[src/rtl/hoop_game_sequencer_if.sv]
// Signal bundle between the hoop game sequencer and its surroundings.
// The master modport is the environment side; the slave modport is the sequencer.
interface hoop_game_sequencer_if;
  logic       i_start;
  logic       i_mode_sel;
  logic       i_hoop_in;
  logic [7:0] o_score;
  logic [7:0] o_time_val;
  logic       o_game_mode;
  logic       o_playing;
  logic       o_game_over;
  logic       o_lb_we;
  logic       o_lb_sel;
  logic [7:0] o_lb_data;
  logic       o_tick;

  modport master (
    output i_start, i_mode_sel, i_hoop_in,
    input  o_score, o_time_val, o_game_mode, o_playing, o_game_over,
    input  o_lb_we, o_lb_sel, o_lb_data, o_tick
  );

  modport slave (
    input  i_start, i_mode_sel, i_hoop_in,
    output o_score, o_time_val, o_game_mode, o_playing, o_game_over,
    output o_lb_we, o_lb_sel, o_lb_data, o_tick
  );
endinterface

[src/rtl/hoop_game_sequencer.sv]
// Game-flow controller: input sync, score/time keeping and one leaderboard write per game.
// Define HOOP_DEBOUNCE_EN to insert a DEBOUNCE_CYCLES stability filter on the hoop sensor.
module hoop_game_sequencer #(
  parameter int unsigned TICK_CYCLES     = 50000000,
  parameter int unsigned GAME_SECONDS    = 30,
  parameter int unsigned TARGET_SCORE    = 10,
  parameter int unsigned DEBOUNCE_CYCLES = 500000
) (
  input logic                  i_clock,
  input logic                  i_reset,
  hoop_game_sequencer_if.slave bus
);

  localparam int unsigned TickW = (TICK_CYCLES > 1) ? $clog2(TICK_CYCLES) : 1;
  localparam logic [TickW-1:0] TickMax    = TickW'(TICK_CYCLES - 1);
  localparam logic [7:0]       GameTime   = 8'(GAME_SECONDS);
  localparam logic [7:0]       TargetPts  = 8'(TARGET_SCORE);

  typedef enum logic [1:0] {StIdle, StPlay, StCommit, StDone} state_e;

  // Input synchronisers and edge detectors
  logic r_start_s1, r_start_s2, r_start_prev;
  logic r_hoop_s1, r_hoop_s2, r_hoop_prev;
  logic w_hoop_lvl;
  logic w_start_evt, w_hoop_evt;

  always_ff @(posedge i_clock) begin
    if (i_reset) begin
      r_start_s1   <= 1'b0;
      r_start_s2   <= 1'b0;
      r_start_prev <= 1'b0;
      r_hoop_s1    <= 1'b0;
      r_hoop_s2    <= 1'b0;
      r_hoop_prev  <= 1'b0;
    end else begin
      r_start_s1   <= bus.i_start;
      r_start_s2   <= r_start_s1;
      r_start_prev <= r_start_s2;
      r_hoop_s1    <= bus.i_hoop_in;
      r_hoop_s2    <= r_hoop_s1;
      r_hoop_prev  <= w_hoop_lvl;
    end
  end

`ifdef HOOP_DEBOUNCE_EN
  localparam int unsigned DbW = (DEBOUNCE_CYCLES > 1) ? $clog2(DEBOUNCE_CYCLES) : 1;
  localparam logic [DbW-1:0] DbMax = DbW'(DEBOUNCE_CYCLES - 1);

  logic [DbW-1:0] r_db_cnt;
  logic           r_hoop_filt;

  // Any return to the filtered level restarts the stability count.
  always_ff @(posedge i_clock) begin
    if (i_reset) begin
      r_db_cnt    <= '0;
      r_hoop_filt <= 1'b0;
    end else if (r_hoop_s2 == r_hoop_filt) begin
      r_db_cnt <= '0;
    end else if (r_db_cnt == DbMax) begin
      r_db_cnt    <= '0;
      r_hoop_filt <= r_hoop_s2;
    end else begin
      r_db_cnt <= r_db_cnt + 1'b1;
    end
  end

  assign w_hoop_lvl = r_hoop_filt;
`else
  logic w_unused_debounce;
  assign w_unused_debounce = ^DEBOUNCE_CYCLES;
  assign w_hoop_lvl        = r_hoop_s2;
`endif

  assign w_start_evt = r_start_s2 & ~r_start_prev;
  assign w_hoop_evt  = w_hoop_lvl & ~r_hoop_prev;

  // State and registered outputs
  state_e           r_state, w_state_d;
  logic [TickW-1:0] r_tick_cnt, w_tick_cnt_d;
  logic [7:0]       r_score, w_score_d;
  logic [7:0]       r_time, w_time_d;
  logic             r_mode, w_mode_d;
  logic             r_playing, r_game_over;
  logic             r_tick, w_tick_d;
  logic             r_lb_we, w_lb_we_d;
  logic             r_lb_sel, w_lb_sel_d;
  logic [7:0]       r_lb_data, w_lb_data_d;
  logic             w_tick_wrap;

  always_ff @(posedge i_clock) begin
    if (i_reset) begin
      r_state     <= StIdle;
      r_tick_cnt  <= '0;
      r_score     <= 8'd0;
      r_time      <= GameTime;
      r_mode      <= 1'b0;
      r_playing   <= 1'b0;
      r_game_over <= 1'b0;
      r_tick      <= 1'b0;
      r_lb_we     <= 1'b0;
      r_lb_sel    <= 1'b0;
      r_lb_data   <= 8'd0;
    end else begin
      r_state     <= w_state_d;
      r_tick_cnt  <= w_tick_cnt_d;
      r_score     <= w_score_d;
      r_time      <= w_time_d;
      r_mode      <= w_mode_d;
      r_playing   <= (w_state_d == StPlay);
      r_game_over <= (w_state_d == StDone);
      r_tick      <= w_tick_d;
      r_lb_we     <= w_lb_we_d;
      r_lb_sel    <= w_lb_sel_d;
      r_lb_data   <= w_lb_data_d;
    end
  end

  assign w_tick_wrap = (r_tick_cnt == TickMax);

  always_comb begin
    w_state_d    = r_state;
    w_tick_cnt_d = r_tick_cnt;
    w_score_d    = r_score;
    w_time_d     = r_time;
    w_mode_d     = r_mode;
    w_tick_d     = 1'b0;
    w_lb_we_d    = 1'b0;
    w_lb_sel_d   = r_lb_sel;
    w_lb_data_d  = r_lb_data;

    unique case (r_state)
      StIdle: begin
        w_score_d    = 8'd0;
        w_mode_d     = bus.i_mode_sel;
        w_time_d     = bus.i_mode_sel ? 8'd0 : GameTime;
        w_tick_cnt_d = '0;
        if (w_start_evt) begin
          w_state_d = StPlay;
        end
      end

      StPlay: begin
        w_tick_cnt_d = w_tick_wrap ? '0 : r_tick_cnt + 1'b1;
        w_tick_d     = w_tick_wrap;
        if (w_hoop_evt && (r_score != 8'hff)) begin
          w_score_d = r_score + 8'd1;
        end
        if (!r_mode) begin
          if (w_tick_wrap) begin
            w_time_d = r_time - 8'd1;
            if (r_time == 8'd1) begin
              w_state_d = StCommit;
            end
          end
        end else begin
          if (w_tick_wrap && (r_time != 8'hff)) begin
            w_time_d = r_time + 8'd1;
          end
          if (w_hoop_evt && (w_score_d == TargetPts)) begin
            w_state_d = StCommit;
          end
        end
        // Capture next-state values so a same-cycle basket or tick is included.
        if (w_state_d == StCommit) begin
          w_lb_we_d   = 1'b1;
          w_lb_sel_d  = r_mode;
          w_lb_data_d = r_mode ? w_time_d : w_score_d;
        end
      end

      StCommit: begin
        w_state_d = StDone;
      end

      StDone: begin
        if (w_start_evt) begin
          w_state_d = StIdle;
          w_score_d = 8'd0;
          w_mode_d  = bus.i_mode_sel;
          w_time_d  = bus.i_mode_sel ? 8'd0 : GameTime;
        end
      end

      default: begin
        w_state_d = StIdle;
      end
    endcase
  end

  assign bus.o_score     = r_score;
  assign bus.o_time_val  = r_time;
  assign bus.o_game_mode = r_mode;
  assign bus.o_playing   = r_playing;
  assign bus.o_game_over = r_game_over;
  assign bus.o_tick      = r_tick;
  assign bus.o_lb_we     = r_lb_we;
  assign bus.o_lb_sel    = r_lb_sel;
  assign bus.o_lb_data   = r_lb_data;

endmodule

[src/flat_wrapper.sv]
// flat-port wrapper written by rule: the top's interface ports become plain ports
module hoop_game_sequencer_flat 
#(
  parameter int unsigned TICK_CYCLES     = 50000000,
  parameter int unsigned GAME_SECONDS    = 30,
  parameter int unsigned TARGET_SCORE    = 10,
  parameter int unsigned DEBOUNCE_CYCLES = 500000
)
  (i_clock, i_reset, bus_i_start, bus_i_mode_sel, bus_i_hoop_in, bus_o_score, bus_o_time_val, bus_o_game_mode, bus_o_playing, bus_o_game_over, bus_o_lb_we, bus_o_lb_sel, bus_o_lb_data, bus_o_tick);
  hoop_game_sequencer_if bus_i ();
  input logic i_clock;
  input logic i_reset;
  input wire logic [$bits(bus_i.i_start)-1:0] bus_i_start;
  input wire logic [$bits(bus_i.i_mode_sel)-1:0] bus_i_mode_sel;
  input wire logic [$bits(bus_i.i_hoop_in)-1:0] bus_i_hoop_in;
  output wire logic [$bits(bus_i.o_score)-1:0] bus_o_score;
  output wire logic [$bits(bus_i.o_time_val)-1:0] bus_o_time_val;
  output wire logic [$bits(bus_i.o_game_mode)-1:0] bus_o_game_mode;
  output wire logic [$bits(bus_i.o_playing)-1:0] bus_o_playing;
  output wire logic [$bits(bus_i.o_game_over)-1:0] bus_o_game_over;
  output wire logic [$bits(bus_i.o_lb_we)-1:0] bus_o_lb_we;
  output wire logic [$bits(bus_i.o_lb_sel)-1:0] bus_o_lb_sel;
  output wire logic [$bits(bus_i.o_lb_data)-1:0] bus_o_lb_data;
  output wire logic [$bits(bus_i.o_tick)-1:0] bus_o_tick;
  assign bus_i.i_start = bus_i_start;
  assign bus_i.i_mode_sel = bus_i_mode_sel;
  assign bus_i.i_hoop_in = bus_i_hoop_in;
  assign bus_o_score = bus_i.o_score;
  assign bus_o_time_val = bus_i.o_time_val;
  assign bus_o_game_mode = bus_i.o_game_mode;
  assign bus_o_playing = bus_i.o_playing;
  assign bus_o_game_over = bus_i.o_game_over;
  assign bus_o_lb_we = bus_i.o_lb_we;
  assign bus_o_lb_sel = bus_i.o_lb_sel;
  assign bus_o_lb_data = bus_i.o_lb_data;
  assign bus_o_tick = bus_i.o_tick;
  hoop_game_sequencer #(.TICK_CYCLES(TICK_CYCLES), .GAME_SECONDS(GAME_SECONDS), .TARGET_SCORE(TARGET_SCORE), .DEBOUNCE_CYCLES(DEBOUNCE_CYCLES)) u_core (.i_clock(i_clock), .i_reset(i_reset), .bus(bus_i));
endmodule
[config.mk]
export PLATFORM = sky130hd
export DESIGN_NAME = hoop_game_sequencer_flat
export DESIGN_NICKNAME = d
export VERILOG_FILES = /design/src/rtl/hoop_game_sequencer_if.sv /design/src/rtl/hoop_game_sequencer.sv /design/src/flat_wrapper.sv
export SDC_FILE = /design/constraint.sdc
export NUM_CORES = 1
export LEC_CHECK = 0
export BUFFER_PORTS_ARGS = -buffer_cell sky130_fd_sc_hd__buf_4
export CAP_MARGIN = 30
export CORE_ASPECT_RATIO = 2
export CORE_MARGIN = 1
export CORE_UTILIZATION = 54
export CTS_CLUSTER_DIAMETER = 100
export DETAILED_ROUTE_END_ITERATION = 16
export GPL_ROUTABILITY_DRIVEN = 1
export GPL_TIMING_DRIVEN = 0
export PLACE_DENSITY = 0.84
export SLEW_MARGIN = 5
export SYNTH_ARGS = -nofsm -noshare
export SYNTH_HDL_FRONTEND = slang
export SYNTH_SLANG_ARGS = --single-unit
[constraint.sdc]
create_clock -name i_clock -period 2.5 [get_ports i_clock]
set_input_delay 0.5 -clock i_clock [delete_from_list [all_inputs] [get_ports i_clock]]
set_output_delay 0.5 -clock i_clock [all_outputs]
set_load 0.005 [all_outputs]
# Word level (Yosys, flattened, before mapping)
# Index checks and enable logic that the tools add are counted.
word_totals:
  register_bits: 64
  output_inout_bits: 30
op_classes:
  n_bitwise: 5
  n_addsub: 4
  n_eq_ne: 12
  mux: 24
  reduce_logical: 11
ops:
  columns: ["operator", "count"]
  rows:
  - ["$mux W8", 8]
  - ["$pmux W26 S2", 1]
  - ["$pmux W8 S3", 2]
  - ["$add A26 B1 Y26 const B", 1]
  - ["$eq A26 B26 Y1 const B", 1]
  - ["$mux W26", 1]
  - ["$add A8 B1 Y8 const B", 2]
  - ["$ne A8 B8 Y1 const B", 2]
  - ["$mux W2", 7]
  - ["$eq A2 B2 Y1 const B", 4]
  - ["$eq A8 B1 Y1 const B", 1]
  - ["$eq A8 B4 Y1 const B", 1]
  - ["$pmux W2 S4", 1]
  - ["$sub A8 B1 Y8 const B", 1]
  - ["$reduce_and A2 Y1", 3]
  - ["$mux W5", 1]
  - ["$eq A2 B1 Y1 const B", 2]
  - ["$reduce_bool A2 Y1", 2]
  - ["$logic_and A1 B1 Y1", 3]
  - ["$not A1 Y1", 3]
  - ["$reduce_bool A3 Y1", 1]
  - ["$and A1 B1 Y1", 2]
  - ["$logic_not A2 Y1", 1]
  - ["$mux W1", 2]
  - ["other kinds (3)", 3]

# Depth between registers and ports, before layout
# Gate-level depths: netlist (run 1).
depth:
  depth_word: 12
  ltp_mapped: 9
  ltp_nobuf: 8

# Least setup slack after synthesis (run 1)
# No wires, ideal clock.
synth_timing:
  path_kind: "register to register"
  start: "reg u_core.r_score[0], in the netlist u_core.bus.o_score[0]"
  end: "reg u_core.r_lb_data[0], in the netlist u_core.bus.o_lb_data[0]"
  arrival_time_ps: 2328
  setup_slack_ps: 51
  path_stages_with_launch: 9
  path_buffers: 1
  setup_ps: 121
  cell_sequence: "dfxtp_1 -> ha_1 -> clkbuf_1 -> nand3_1 -> or3_1 -> a211oi_1 -> nand4_1 -> a21oi_4 -> mux2_2"
synth_via:
  elab_chain_cells: 11
synth_rtl:
  columns: ["element", "line_no", "source"]
  rows:
  - ["start, declared", "hoop_game_sequencer.sv:80", "logic [7:0] r_score, w_score_d;"]
  - ["start signal, assigned", "hoop_game_sequencer.sv:106", "r_score <= w_score_d;"]
  - ["parallel branches: the longest is 2 deep, another holds $add A8 B1 Y8", null, null]
  - ["$mux W8 *", "hoop_game_sequencer.sv:145", "if (w_hoop_evt && (r_score != 8'hff)) begin"]
  - ["$mux W8 *", "hoop_game_sequencer.sv:131", "unique case (r_state)"]
  - ["$eq A8 B4 Y1", "hoop_game_sequencer.sv:159", "if (w_hoop_evt && (w_score_d == TargetPts)) begin"]
  - ["$logic_and A1 B1 Y1", "hoop_game_sequencer.sv:159", null]
  - ["$mux W2", "hoop_game_sequencer.sv:159", null]
  - ["$mux W2", "hoop_game_sequencer.sv:148", "if (!r_mode) begin"]
  - ["$mux W2", "hoop_game_sequencer.sv:131", null]
  - ["$eq A2 B2 Y1", "hoop_game_sequencer.sv:164", "if (w_state_d == StCommit) begin"]
  - ["$reduce_and A2 Y1 (no source line)", null, null]
  - ["end signal, assigned", "hoop_game_sequencer.sv:114", "r_lb_data <= w_lb_data_d;"]
  - ["end, declared", "hoop_game_sequencer.sv:87", "logic [7:0] r_lb_data, w_lb_data_d;"]
# Mark *: on every way between the ends. The select of a mux whose other input is x is not followed.
# A chain may end at the register's enable or synchronous reset.

# Worst setup path after layout (run 1)
layout_timing:
  start: "reg u_core.r_tick_cnt[25]"
  end: "reg u_core.r_lb_data[0], in the netlist u_core.bus.o_lb_data[0]"
layout_via:
  elab_chain_cells: 6
layout_rtl:
  columns: ["element", "line_no", "source"]
  rows:
  - ["start, declared", "hoop_game_sequencer.sv:79", "logic [TickW-1:0] r_tick_cnt, w_tick_cnt_d;"]
  - ["start signal, assigned", "hoop_game_sequencer.sv:105", "r_tick_cnt <= w_tick_cnt_d;"]
  - ["$eq A26 B26 Y1 *", "hoop_game_sequencer.sv:118", "assign w_tick_wrap = (r_tick_cnt == TickMax);"]
  - ["$mux W2", "hoop_game_sequencer.sv:149", "if (w_tick_wrap) begin"]
  - ["$mux W2", "hoop_game_sequencer.sv:148", null]
  - ["$mux W2", "hoop_game_sequencer.sv:131", null]
  - ["$eq A2 B2 Y1", "hoop_game_sequencer.sv:164", null]
  - ["$reduce_and A2 Y1 (no source line)", null, null]
# Every way passes the cells marked *; elsewhere a longest branch is shown, timed or not. The select of a mux whose other input is x is not followed.

==> results of run 1 <==
-- Yosys cell counts (2+ instances only) --
cell                        number
sky130_fd_sc_hd__inv_1          11
sky130_fd_sc_hd__and4_1          8
sky130_fd_sc_hd__o2111ai_1       2
sky130_fd_sc_hd__o31ai_1         3
sky130_fd_sc_hd__a21o_1          4
sky130_fd_sc_hd__buf_2           2
sky130_fd_sc_hd__buf_1           2
sky130_fd_sc_hd__nand3_1        20
sky130_fd_sc_hd__o41ai_1         2
sky130_fd_sc_hd__o211ai_1        3
sky130_fd_sc_hd__and2_1          5
sky130_fd_sc_hd__o21ai_0        35
sky130_fd_sc_hd__nor2b_1        11
sky130_fd_sc_hd__or2_2           2
sky130_fd_sc_hd__a41oi_1         3
sky130_fd_sc_hd__o22ai_1         2
sky130_fd_sc_hd__a31oi_1        13
sky130_fd_sc_hd__a32o_1          2
sky130_fd_sc_hd__nand2b_1       10
sky130_fd_sc_hd__xnor2_1         3
sky130_fd_sc_hd__or3_1           5
sky130_fd_sc_hd__a311oi_1        9
sky130_fd_sc_hd__nand3b_1        7
sky130_fd_sc_hd__nand4_1        12
sky130_fd_sc_hd__mux2i_1        10
sky130_fd_sc_hd__a21oi_1        38
sky130_fd_sc_hd__and3_1         13
sky130_fd_sc_hd__a31o_2          2
sky130_fd_sc_hd__a211oi_1        9
sky130_fd_sc_hd__ha_1            5
sky130_fd_sc_hd__clkbuf_1       27
sky130_fd_sc_hd__nor2_1         44
sky130_fd_sc_hd__nor4_1         13
sky130_fd_sc_hd__nand2_1        51
sky130_fd_sc_hd__nor3_1         10
sky130_fd_sc_hd__nand3_2         2
sky130_fd_sc_hd__a22oi_1         3
sky130_fd_sc_hd__or4_4           2
sky130_fd_sc_hd__dfxtp_1        64
-- metrics by stage --
stage	area, um2	instances
2_1_floorplan	3800	495
3_3_place_gp	4160	617
3_5_place_dp	4160	617
4_1_cts	4590	638
5_1_grt	4670	640
6_report	4670	640
-- what timing repair did --
item	4_1_cts	5_1_grt
buffers inserted	6	2
setup endpoints to repair	34	15
pin swaps	5	2
gates resized for setup	13	25
hold buffers	0	0
-- state kept, by name, indices dropped and copies added, names as in the netlist --
name and cells:
u_core.r_hoop_s2 1, u_core.bus.o_game_mode 1, u_core.r_start_s2 1, u_core.bus.o_tick 1, u_core.bus.o_lb_sel 1, u_core.bus.o_lb_data 8, u_core.r_tick_cnt 26, u_core.r_hoop_prev 1
u_core.bus.o_game_over 1, u_core.bus.o_score 8, u_core.bus.o_time_val 8, u_core.bus.o_lb_we 1, u_core.r_hoop_s1 1, u_core.r_start_prev 1, u_core.r_start_s1 1, u_core.r_state 2
u_core.bus.o_playing 1
-- worst min path at each step --
stage / to / slack [ns]
floorplan: u_core.r_hoop_s2 / 0.41
global placement: u_core.r_hoop_s2 / 0.42
detailed placement: u_core.r_start_s2 / 0.43
CTS: u_core.r_start_s1 / 0.38
global route: u_core.r_start_s1 / 0.38
finish: u_core.r_start_s1 / 0.38
-- power groups by stage --
stage	logic, uW	clock network [uW]	registers (uW)
5_1_grt	188	1390	1050
2_1_floorplan	105	0	1060
3_3_place_gp	158	0	1070
4_1_cts	166	1340	1040
6_report	175	1330	1050
3_5_place_dp	161	0	1070
-- cells by family after synthesis --
family	Yosys count	share of synthesized area, %
AND/OR/NAND/NOR	224	32.0
AO/OA/AOI/OAI	142	24.0
flip-flops	64	33.7
buffers and inverters	45	4.74
multiplexers	11	2.93
adder cells (fa/ha/maj)	5	1.65
XOR/XNOR	4	0.922
-- routing by layer --
layer | GRT usage, % | part of all wire (%) | vias to the layer above
met5 | 0 | 0 | -
met4 | 23.9 | 6.8 | 0
met3 | 8.98 | 6.2 | 68
met2 | 58.6 | 52 | 203
met1 | 34.6 | 35 | 1960
li1 | - | - | 1940
-- layout make-up --
cell class / instances / area [um2] / share of cell area [%]
clock buffers: 14 / 284 / 6.08
inverters: 12 / 45.0 / 0.964
plain buffers: 32 / 139 / 2.97
well taps: 88 / 110 / 2.36
multi-input cells: 386 / 2460 / 52.6
repair buffers: 42 / 315 / 6.75
clock inverters: 2 / 35.0 / 0.749
flip-flops and latches: 64 / 1290 / 27.6
==> summary.log, run 1 <==
qor: worst_setup_path.critical_path_depth 7
qor: worst_setup_path.standard_cell_with_the_maximum_stage_delay_on_the_critical_path sky130_fd_sc_hd__or4_4
qor: clock_tree.cts_tree done
qor: synthesis.post_synth.cell_area_avg 7.67 um2
qor: synthesis.yosysUniqueCellTypes 65
qor: die.top_level_ports 35
qor: place.detailedPlace.worstSlack -0.314 ns
qor: worst_setup_path.setup.worst_path.class flop to flop
qor: routing.routed_wire_length 12000 um
qor: sta.tightestPinTransition 0.765 ns
qor: die.die_width 61.3 um
qor: layout.final_cell_mix sky130_fd_sc_hd__dfxtp_1, sky130_fd_sc_hd__nand2_1, sky130_fd_sc_hd__nor2_1
qor: synthesis.synth_sequential_area_ratio 33.7%
qor: place.io_buffers 34
qor: place.global_placement_routability_congestion 0.932
qor: routing.total_drc_errors_in_the_routed_layout 0
qor: synthesis.yosys_most_used_dff sky130_fd_sc_hd__dfxtp_1
qor: sta.finalWorstSetupSlack 0.0385 ns
qor: routing.vias_per_cell 6.52
qor: routing.drt_iter0_drc 414
qor: power_and_ir_drop.pwr-share-seq 40.9%
qor: clock_tree.worstSkewPairLatency 0.34 ns
qor: clock_tree.clkSlewWorstSetupHoldPaths 0.05 ns
qor: power_and_ir_drop.p_per_area 546 nW/um2
qor: grt.grt_pass1_vias 3873
qor: worst_setup_path.arrival 2.69 ns
qor: synthesis.postSynthCellCount 495
qor: worst_setup_path.worst_ep_required_time 2.73 ns
qor: sta.worst_hold_slack 0.379 ns
qor: synthesis.number_of_enable_type_register_cells_in_the_synthesized_netlist 0
qor: clock_tree.max-clock-path-buffers 2
qor: worst_setup_path.ff2ff_path_depth 7
qor: synthesis.postSynth.asyncResetShare 0%
qor: routing.wl_per_cell 18.8 um
qor: grt.grt_pass1_wl 18600 um
qor: sta.max_freq 0.406 GHz
qor: worst_setup_path.critical_path_buf_inv_count 1
qor: worst_setup_path.cp_cell_sequence nor4bb_2 > and4_1 > buf_2 > nand2_1 > or4_4 > a21oi_4 > mux2_2
qor: sta.aggregate_negative_setup_slack 0 ns
qor: clock_tree.number_of_levels_in_the_clock_h_tree 3
qor: synthesis.ys_seq_elements 64
qor: sta.timing.max_slew.rel_slack 48.8%
qor: min_path.holdPathStages 2
qor: clock_tree.tritoncts_num_sinks 64
qor: synthesis.synthesized_area 3800 um2
qor: die.core_area 6730 um2
qor: sta.tmin_final 2.46 ns
qor: layout.layout-drive-gt1-share 18.3%
qor: layout.final_util 69.5%
qor: die.initial_core_util 56.5%
qor: worst_setup_path.cell_family_with_most_cp_delay simple AND/OR/NAND/NOR gates
qor: layout.flow.area_growth_from_synthesis 23.1%
qor: power_and_ir_drop.power.internal 1970 uW
qor: sta.portion_of_the_clock_cycle_consumed_by_the_worst_path_in_the_final_layout 98.5%
qor: sta.fin_skew 0.00502 ns
qor: grt.grt-ovfl-total 0
qor: die.std_cell_rows 42
qor: power_and_ir_drop.clock_power_share 52.2%
qor: worst_setup_path.cpPeakStageDelay 0.60 ns
qor: layout.count_of_inserted_antenna_diode_cells 0
qor: power_and_ir_drop.cellLeakagePower 0.00165 uW
qor: worst_setup_path.worst-path-max-fanout 5
qor: worst_setup_path.r2r-start u_core.r_tick_cnt[25]
qor: clock_tree.cts_buffers 9
qor: power_and_ir_drop.p_total 2550 uW
qor: min_path.worst_hold_path_startpoint bus_i_start
qor: grt.antenna_found_initial 0
qor: routing.detail-route-antenna-nets 0
qor: worst_setup_path.r2r_end u_core.bus.o_lb_data[0]
qor: status.run_status finished, final reports clean
qor: sta.report.final.hold_viol_count 0
qor: min_path.worstHoldPathType primary input to flop
qor: layout.layout.filler_cells 573
qor: power_and_ir_drop.ir_worst_vdd 0.000394 V
qor: sta.report.final.setup_viol 0
qor: synthesis.synth_area_leaders sky130_fd_sc_hd__dfxtp_1, sky130_fd_sc_hd__nand2_1, sky130_fd_sc_hd__a21oi_1, sky130_fd_sc_hd__o21ai_0, sky130_fd_sc_hd__nor2_1
qor: worst_setup_path.critical_path_end u_core.bus.o_lb_data[0]
qor: worst_setup_path.endpoint_kind flop
qor: run.maxCapViolCount 0
qor: power_and_ir_drop.power.share.combinational 6.8%
qor: grt.track_usage 34.6%
qor: synthesis.synth_top_cell_area_share 33.7%
qor: synthesis.synth_top_cell_by_area sky130_fd_sc_hd__dfxtp_1
qor: worst_setup_path.setup.reg_to_reg.worst_slack 0.04 ns
qor: layout.layout.cells.most_common sky130_fd_sc_hd__dfxtp_1
qor: place.hpwlAfterDp 8570 um
qor: sta.slew_violations 0
qor: clock_tree.clock-root-buffer sky130_fd_sc_hd__clkbuf_16
qor: power_and_ir_drop.netSwitchingPower 582 uW
qor: routing.drt-pass1-iter-count 6
qor: die.die_h 121 um
qor: layout.nets 557
qor: die.dieArea 7390 um2
qor: synthesis.syn_nets 505
qor: worst_setup_path.timing.critical_path.from_type flop
qor: synthesis.synth_warnings 0
qor: routing.route.vias.total 4171
qor: power_and_ir_drop.sw_frac_of_total 22.8%
qor: worst_setup_path.critPathLaunch u_core.r_tick_cnt[25]
qor: grt.pin_count_of_the_biggest_net_entering_global_routing 11
No activity file was read; power rests on OpenSTA's default activity.
==> run 2, diff against run 1 <==
--- a/config.mk
+++ b/config.mk
@@ -5,13 +5,13 @@
 export SDC_FILE = /design/constraint.sdc
 export NUM_CORES = 1
 export LEC_CHECK = 0
-export BUFFER_PORTS_ARGS = -buffer_cell sky130_fd_sc_hd__buf_4
 export CAP_MARGIN = 30
 export CORE_ASPECT_RATIO = 2
 export CORE_MARGIN = 1
-export CORE_UTILIZATION = 54
+export CORE_UTILIZATION = 58
 export CTS_CLUSTER_DIAMETER = 100
 export DETAILED_ROUTE_END_ITERATION = 16
+export DONT_BUFFER_PORTS = 1
 export GPL_ROUTABILITY_DRIVEN = 1
 export GPL_TIMING_DRIVEN = 0
 export PLACE_DENSITY = 0.84
==> run 2 against run 1 <==
Compared with the run above:
- via count is 1.5% lower
- global-route usage up 1.7 points
- non-clock buffer count shrank 32
- sequential share of layout area up 1.8 points
- maximum frequency about the same
- count of clock-buffer cells in the layout increased by 1
- worst hold slack worse by 0.080 ns
- clock power shrank 13%
- die area is 6.7% lower
- total power is 7.4% lower
==> summary.log, run 2 (same netlist as run 1, synthesis figures left out) <==
qor: power_and_ir_drop.p_per_area 538 nW/um2 [-1.5%]
qor: worst_setup_path.arrival 2.72 ns [+0.03 ns]
qor: routing.routed_wire_length 12000 um [-0.32%]
qor: grt.grt_pass1_wl 18700 um [+0.30%]
qor: routing.drt_iter0_drc 437 [+5.6%]
qor: grt.grt-ovfl-total 0 [unchanged]
qor: clock_tree.worstSkewPairLatency 0.34 ns [about the same]
qor: routing.detail-route-antenna-nets 0 [unchanged]
qor: layout.flow.area_growth_from_synthesis 15.8%
qor: sta.tightestPinTransition 0.822 ns [+0.0570 ns]
qor: power_and_ir_drop.ir_worst_vdd 0.000504 V [+28%]
qor: routing.wl_per_cell 19.8 um [+5.4%]
qor: layout.count_of_inserted_antenna_diode_cells 0 [unchanged]
qor: die.initial_core_util 60.2% [+3.7 points]
qor: clock_tree.cts_tree done
qor: grt.grt_pass1_vias 3878 [+0.13%]
qor: sta.finalWorstSetupSlack 0.0365 ns [-0.00196 ns]
qor: sta.timing.max_slew.rel_slack 45.0% [-3.8 points]
qor: sta.report.final.hold_viol_count 0 [unchanged]
qor: worst_setup_path.worst_ep_required_time 2.75 ns [+0.02 ns]
qor: clock_tree.number_of_levels_in_the_clock_h_tree 3 [unchanged]
qor: sta.portion_of_the_clock_cycle_consumed_by_the_worst_path_in_the_final_layout 98.5% [about the same]
qor: place.io_buffers 0 [-100%]
qor: place.hpwlAfterDp 8290 um [-3.2%]
qor: worst_setup_path.endpoint_kind flop
qor: worst_setup_path.critical_path_buf_inv_count 2 [+1]
qor: clock_tree.holdBufCountCts 0 [unchanged]
qor: grt.pin_count_of_the_biggest_net_entering_global_routing 11 [unchanged]
qor: worst_setup_path.ff2ff_path_depth 8 [+1]
qor: worst_setup_path.worst-path-max-fanout 10 [+5]
qor: die.die_h 116 um [-3.4%]
qor: die.die_width 59.2 um [-3.4%]
qor: worst_setup_path.r2r_end u_core.bus.o_lb_data[6]
qor: layout.final_instance_area 4400 um2 [-5.9%]
qor: min_path.worstHoldPathType primary input to flop
qor: sta.slew_violations 0 [unchanged]
qor: clock_tree.clkSlewWorstSetupHoldPaths 0.05 ns [about the same]
qor: power_and_ir_drop.power.share.combinational 6.7% [about the same]
qor: worst_setup_path.cell_family_with_most_cp_delay simple AND/OR/NAND/NOR gates
qor: layout.instances_no_fill 605 [-5.5%]
qor: power_and_ir_drop.sw_frac_of_total 23.8% [+1.0 points]
qor: power_and_ir_drop.netSwitchingPower 564 uW [-3.1%]
qor: routing.total_drc_errors_in_the_routed_layout 0 [unchanged]
qor: sta.fin_skew 0.00652 ns [+0.00151 ns]
qor: run.maxCapViolCount 0 [unchanged]
qor: layout.largest_register_by_flop_count u_core.r_tick_cnt
qor: worst_setup_path.standard_cell_with_the_maximum_stage_delay_on_the_critical_path sky130_fd_sc_hd__nor4_1
qor: routing.vias_per_cell 6.79 [+4.2%]
qor: status.run_status finished, final reports clean
qor: min_path.min_delay_worst_endpoint u_core.r_start_s1
qor: worst_setup_path.setup.reg_to_reg.worst_slack 0.04 ns [about the same]
qor: die.dieArea 6900 um2 [-6.7%]
qor: place.place.detailed.instances 581 [-5.8%]
qor: power_and_ir_drop.p_total 2370 uW [-7.4%]
qor: grt.antenna_found_initial 0 [unchanged]
qor: die.top_level_ports 35 [unchanged]
qor: sta.report.final.setup_viol 0 [unchanged]
qor: grt.track_usage 36.2% [+1.7 points]
qor: min_path.holdPathStages 1 [-1]
qor: routing.drt-pass1-iter-count 5 [-1]
qor: sta.worst_hold_slack 0.299 ns [-0.0799 ns]
qor: place.global_placement_routability_congestion 0.950 [+1.9%]
qor: clock_tree.cts_buffers 9 [unchanged]
qor: clock_tree.max-clock-path-buffers 2 [unchanged]
qor: worst_setup_path.timing.critical_path.from_type flop
qor: worst_setup_path.setup.worst_path.class flop to flop
qor: sta.grt_setup_unrepaired no
qor: die.std_cell_rows 41 [-2.4%]
qor: layout.layout.cells.most_common sky130_fd_sc_hd__dfxtp_1
qor: worst_setup_path.cp_common_cell sky130_fd_sc_hd__nor4_1
qor: sta.max_freq 0.406 GHz [about the same]
qor: sta.tmin_final 2.46 ns [+0.00196 ns]
qor: worst_setup_path.cp_cell_sequence nor4_2 > and4_1 > buf_2 > nand2_1 > clkbuf_1 > nor4_1 > nor4_1 > a211oi_1
qor: die.core_area 6310 um2 [-6.2%]
qor: routing.route.vias.total 4110 [-1.5%]
qor: layout.layout-drive-gt1-share 12.5% [-5.8 points]
qor: min_path.worst_hold_path_startpoint bus_i_start
qor: layout.final_cell_mix sky130_fd_sc_hd__dfxtp_1, sky130_fd_sc_hd__nand2_1, sky130_fd_sc_hd__nor2_1
qor: clock_tree.clock-root-buffer sky130_fd_sc_hd__clkbuf_16
qor: place.detailedPlace.worstSlack -0.411 ns [-0.0965 ns]
qor: layout.largest_register_ff_count 26 [unchanged]
qor: power_and_ir_drop.power.internal 1800 uW [-8.6%]
qor: place.dpl_cell_area 3910 um2 [-6.2%]
qor: power_and_ir_drop.clock_power_share 49.1% [-3.1 points]
qor: power_and_ir_drop.cellLeakagePower 0.00147 uW [-11%]
qor: worst_setup_path.cpPeakStageDelay 0.59 ns [about the same]
qor: clock_tree.tritoncts_num_sinks 64 [unchanged]
qor: worst_setup_path.r2r-start u_core.r_tick_cnt[24]
qor: power_and_ir_drop.pwr-share-seq 44.2% [+3.3 points]
qor: layout.nets 525 [-5.7%]
==> run 2: how the worst max path moves through the flow <==
stage / startpoint / end / cells after the start / slack (ns)
global route: u_core.r_tick_cnt[1] / u_core.bus.o_time_val[6] / 8 / 0.002
finish: u_core.r_tick_cnt[24] / u_core.bus.o_lb_data[6] / 8 / 0.04
floorplan: u_core.bus.o_score[0] / u_core.bus.o_lb_data[0] / 8 / 0.05
global placement: u_core.bus.o_score[3] / u_core.bus.o_lb_data[0] / 7 / -0.38
CTS: u_core.r_tick_cnt[0] / u_core.bus.o_lb_data[6] / 8 / -0.02
detailed placement: u_core.bus.o_score[3] / u_core.bus.o_lb_data[0] / 7 / -0.41
==> run 2: final cells by class <==
| cell class | count | area, um2 |
|---|---|---|
| Fill cell | 534 | 1910 |
| Timing Repair Buffer | 10 | 75.1 |
| Buffer | 32 | 139 |
| Inverter | 12 | 45.0 |
| Clock buffer | 15 | 268 |
| Multi-Input combinational cell | 386 | 2470 |
| Tap cell | 86 | 108 |
| Sequential cell | 64 | 1290 |
==> run 2: per-stage QoR <==
stage / TNS [ns] / util [%]
2_1_floorplan: 0 / -
3_3_place_gp: -3.64 / 61.9
3_5_place_dp: -5.25 / 61.9
4_1_cts: -0.0324 / 67.5
5_1_grt: 0 / 69.7
6_report: 0 / 69.7
==> run 2: routing by layer <==
layer | up-vias | GRT usage (%) | wire [um]
met5 | - | 0 | 0
met4 | 0 | 27.9 | 781
met3 | 68 | 8.19 | 804
met2 | 226 | 64.3 | 6430
met1 | 1928 | 34.5 | 3990
li1 | 1888 | - | -
==> run 2: timing repair <==
action / 4_1_cts / 5_1_grt
pin swaps: 3 / 8
gates resized for setup: 16 / 22
setup buffers: 3 / 7
setup endpoints to repair: 33 / 34
==> run 2: power by group through the flow <==
stage | clock (uW) | sequential [uW] | combinational, uW
floorplan | 0 | 1060 | 105
global placement | 0 | 1070 | 142
detailed placement | 0 | 1070 | 144
CTS | 1150 | 1050 | 150
global route | 1190 | 1050 | 174
finish | 1160 | 1050 | 158
==> run 2: worst register-to-register path, delay by kind of cell (launching register included) <==
kind                   cells  cell delay [ns]
buffers and inverters      2             0.40
AO/OA/AOI/OAI              1             0.20
flip-flops                 1             0.36
AND/OR/NAND/NOR            5             1.42
==> run 3, diff against run 2 <==
--- a/config.mk
+++ b/config.mk
@@ -6,10 +6,13 @@
 export NUM_CORES = 1
 export LEC_CHECK = 0
 export CAP_MARGIN = 30
+export CELL_PAD_IN_SITES_DETAIL_PLACEMENT = 0
+export CELL_PAD_IN_SITES_GLOBAL_PLACEMENT = 2
 export CORE_ASPECT_RATIO = 2
 export CORE_MARGIN = 1
-export CORE_UTILIZATION = 58
+export CORE_UTILIZATION = 34
 export CTS_CLUSTER_DIAMETER = 100
+export CTS_CLUSTER_SIZE = 16
 export DETAILED_ROUTE_END_ITERATION = 16
 export DONT_BUFFER_PORTS = 1
 export GPL_ROUTABILITY_DRIVEN = 1
==> run 3 against run 2 <==
Compared with the run above:
- clock skew grew 0.00071 ns
- register-to-register slack about the same
- design area up 2.4%
- combinational power about the same
- flip-flop and latch count unchanged
- final cell count grew 8.8%
- sequential power is essentially flat
- critical path depth is the same
- largest power group unchanged
==> summary.log, run 3 (same netlist as run 1, synthesis figures left out) <==
qor: layout.instances_no_fill 658 [+8.8%]
qor: status.run_status finished, final reports clean
qor: layout.nets 523 [-0.38%]
qor: place.hpwlAfterDp 9630 um [+16%]
qor: die.top_level_ports 35 [unchanged]
qor: grt.grt_pass1_wl 20200 um [+8.1%]
qor: sta.timing.max_slew.rel_slack 35.6% [-9.4 points]
qor: power_and_ir_drop.power.internal 1980 uW [+9.7%]
qor: run.maxCapViolCount 0 [unchanged]
qor: layout.layout.cells.most_common sky130_fd_sc_hd__dfxtp_1
qor: clock_tree.number_of_levels_in_the_clock_h_tree 3 [unchanged]
qor: power_and_ir_drop.pwr-share-seq 40.4% [-3.8 points]
qor: clock_tree.tritoncts_num_sinks 64 [unchanged]
qor: routing.vias_per_cell 6.02 [-11%]
qor: worst_setup_path.cp_common_cell sky130_fd_sc_hd__mux2i_1
qor: routing.detail-route-antenna-nets 0 [unchanged]
qor: sta.tmin_final 2.46 ns [-0.00230 ns]
qor: die.initial_core_util 34.9% [-25 points]
qor: routing.drt-pass1-iter-count 5 [unchanged]
qor: power_and_ir_drop.p_total 2580 uW [+9.2%]
qor: die.die_h 151 um [+30%]
qor: routing.wl_per_cell 20.0 um [+0.72%]
qor: worst_setup_path.cp_cell_sequence ha_4 > nand3_4 > or4_4 > buf_6 > nor3_4 > mux2i_1 > a221o_1 > mux2i_1
qor: routing.drt_iter0_drc 218 [-50%]
qor: grt.grt-ovfl-total 0 [unchanged]
qor: routing.route.vias.total 3958 [-3.7%]
qor: die.std_cell_rows 54 [+32%]
qor: worst_setup_path.standard_cell_with_the_maximum_stage_delay_on_the_critical_path sky130_fd_sc_hd__or4_4
qor: clock_tree.cts_buffers 9 [unchanged]
qor: sta.fin_skew 0.00724 ns [+0.000712 ns]
qor: layout.largest_register_ff_count 26 [unchanged]
qor: grt.pin_count_of_the_biggest_net_entering_global_routing 12 [+1]
qor: routing.highest_layer met4
qor: layout.largest_register_by_flop_count u_core.r_tick_cnt
qor: layout.final_cell_mix sky130_fd_sc_hd__dfxtp_1, sky130_fd_sc_hd__nand2_1, sky130_fd_sc_hd__nor2_1
qor: min_path.worstHoldPathType primary input to flop
qor: routing.met3_length 450 um [-44%]
qor: power_and_ir_drop.netSwitchingPower 605 uW [+7.3%]
qor: die.dieArea 11600 um2 [+69%]
qor: place.place.detailed.instances 635 [+9.3%]
qor: power_and_ir_drop.cellLeakagePower 0.00149 uW [+1.5%]
qor: sta.tightestPinTransition 0.962 ns [+0.140 ns]
qor: clock_tree.worstSkewPairLatency 0.33 ns [about the same]
qor: routing.routed_wire_length 13200 um [+9.5%]
qor: sta.slew_violations 0 [unchanged]
qor: routing.route.met2.wl 7230 um [+13%]
qor: worst_setup_path.arrival 2.72 ns [about the same]
qor: grt.antenna_found_initial 0 [unchanged]
qor: worst_setup_path.cpPeakStageDelay 0.56 ns [-0.03 ns]
qor: layout.count_of_inserted_antenna_diode_cells 0 [unchanged]
qor: layout.final_util 41.4% [-28 points]
qor: place.global_placement_routability_congestion 0.886 [-6.8%]
qor: die.die_width 76.7 um [+30%]
qor: sta.portion_of_the_clock_cycle_consumed_by_the_worst_path_in_the_final_layout 98.4% [about the same]
qor: routing.route.layer.met1.wl 4630 um [+16%]
qor: layout.multi_input_comb_area 2470 um2 [-0.15%]
qor: routing.total_drc_errors_in_the_routed_layout 0 [unchanged]
qor: layout.layout.filler_cells 1163 [+120%]
qor: die.core_area 10900 um2 [+72%]
qor: power_and_ir_drop.ir_worst_vdd 0.000348 V [-31%]
qor: worst_setup_path.endpoint_kind flop
qor: clock_tree.clock-root-buffer sky130_fd_sc_hd__clkbuf_16
qor: grt.grt_pass1_vias 3841 [-0.95%]
qor: grt.track_usage 22.9% [-13 points]
qor: layout.layout-drive-gt1-share 13.1% [+0.60 points]
qor: power_and_ir_drop.sw_frac_of_total 23.4% [-0.39 points]
qor: sta.report.final.setup_viol 0 [unchanged]
qor: clock_tree.max-clock-path-buffers 2 [unchanged]
qor: clock_tree.cts_tree done
qor: power_and_ir_drop.clock_power_share 53.3% [+4.2 points]
qor: power_and_ir_drop.power.share.combinational 6.2% [-0.5 points]
qor: layout.area.sequential 1290 um2 [about the same]
qor: clock_tree.clkSlewWorstSetupHoldPaths 0.05 ns [about the same]
qor: place.io_buffers 0 [unchanged]
qor: worst_setup_path.setup.worst_path.class flop to flop
qor: sta.max_freq 0.406 GHz [about the same]
qor: power_and_ir_drop.p_per_area 573 nW/um2 [+6.6%]
qor: layout.flow.area_growth_from_synthesis 18.6%
qor: sta.report.final.hold_viol_count 0 [unchanged]
qor: worst_setup_path.timing.critical_path.from_type flop
qor: worst_setup_path.worst_ep_required_time 2.76 ns [about the same]
qor: worst_setup_path.worst-path-max-fanout 8 [-2]
==> run 3: final timing paths <==
path,endpoint,start,slack (ns),depth (start not counted)
setup / recovery,u_core.bus.o_lb_data[1],u_core.r_tick_cnt[1],0.04,8
hold / removal,u_core.r_hoop_s1,bus_i_hoop_in,0.30,1
setup reg to reg,u_core.bus.o_lb_data[1],u_core.r_tick_cnt[1],0.04,8
hold reg to reg,u_core.r_start_s2,u_core.r_start_s1,0.44,1
==> run 3: timing repair <==
action / 4_1_cts / 5_1_grt
endpoints found under the setup margin: 36 / 17
resized for setup: 21 / 15
buffers inserted: 3 / 6
pin swaps: 3 / 7
hold buffers: 0 / 0
==> run 3: final cells by class <==
class / count / area share, %
flip-flops and latches: 64 / 28.6
clock buffers: 11 / 5.39
clock inverters: 5 / 1.78
repair buffers: 9 / 1.50
plain buffers: 31 / 3.03
inverters: 12 / 1.00
well taps: 140 / 3.89
multi-input cells: 386 / 54.8
==> run 3: worst max-delay path, delay by kind of cell (launching register included) <==
kind | cells | cell delay, ns
AND/OR/NAND/NOR | 3 | 0.92
adder cells (fa/ha/maj) | 1 | 0.19
buffers and inverters | 1 | 0.17
multiplexers | 2 | 0.30
flip-flops | 1 | 0.41
AO/OA/AOI/OAI | 1 | 0.38
==> run 3: power groups by stage <==
stage	registers, uW	clock network [uW]	logic, uW
5_1_grt	1050	1440	175
2_1_floorplan	1060	0	105
6_report	1040	1380	161
4_1_cts	1050	1400	157
3_3_place_gp	1070	0	152
3_5_place_dp	1070	0	153
==> run 3: metrics by stage <==
stage	hold slack, ns	TNS, ns	worst slack (ns)	cell area (um2)
floorplan	0.414	0	0.0509	3800
global placement	0.418	-6.93	-0.461	3970
detailed placement	0.429	-7.48	-0.453	3970
CTS	0.297	-0.0403	-0.0403	4400
global route	0.323	-0.0750	-0.0723	4510
finish	0.302	0	0.0388	4510
==> run 3: layer usage <==
| metal | vias up | global-route usage [%] |
|---|---|---|
| li1 | 1881 | - |
| met1 | 1905 | 21.0 |
| met4 | 0 | 17.3 |
| met3 | 47 | 4.01 |
| met2 | 125 | 44.1 |
| met5 | - | 0 |
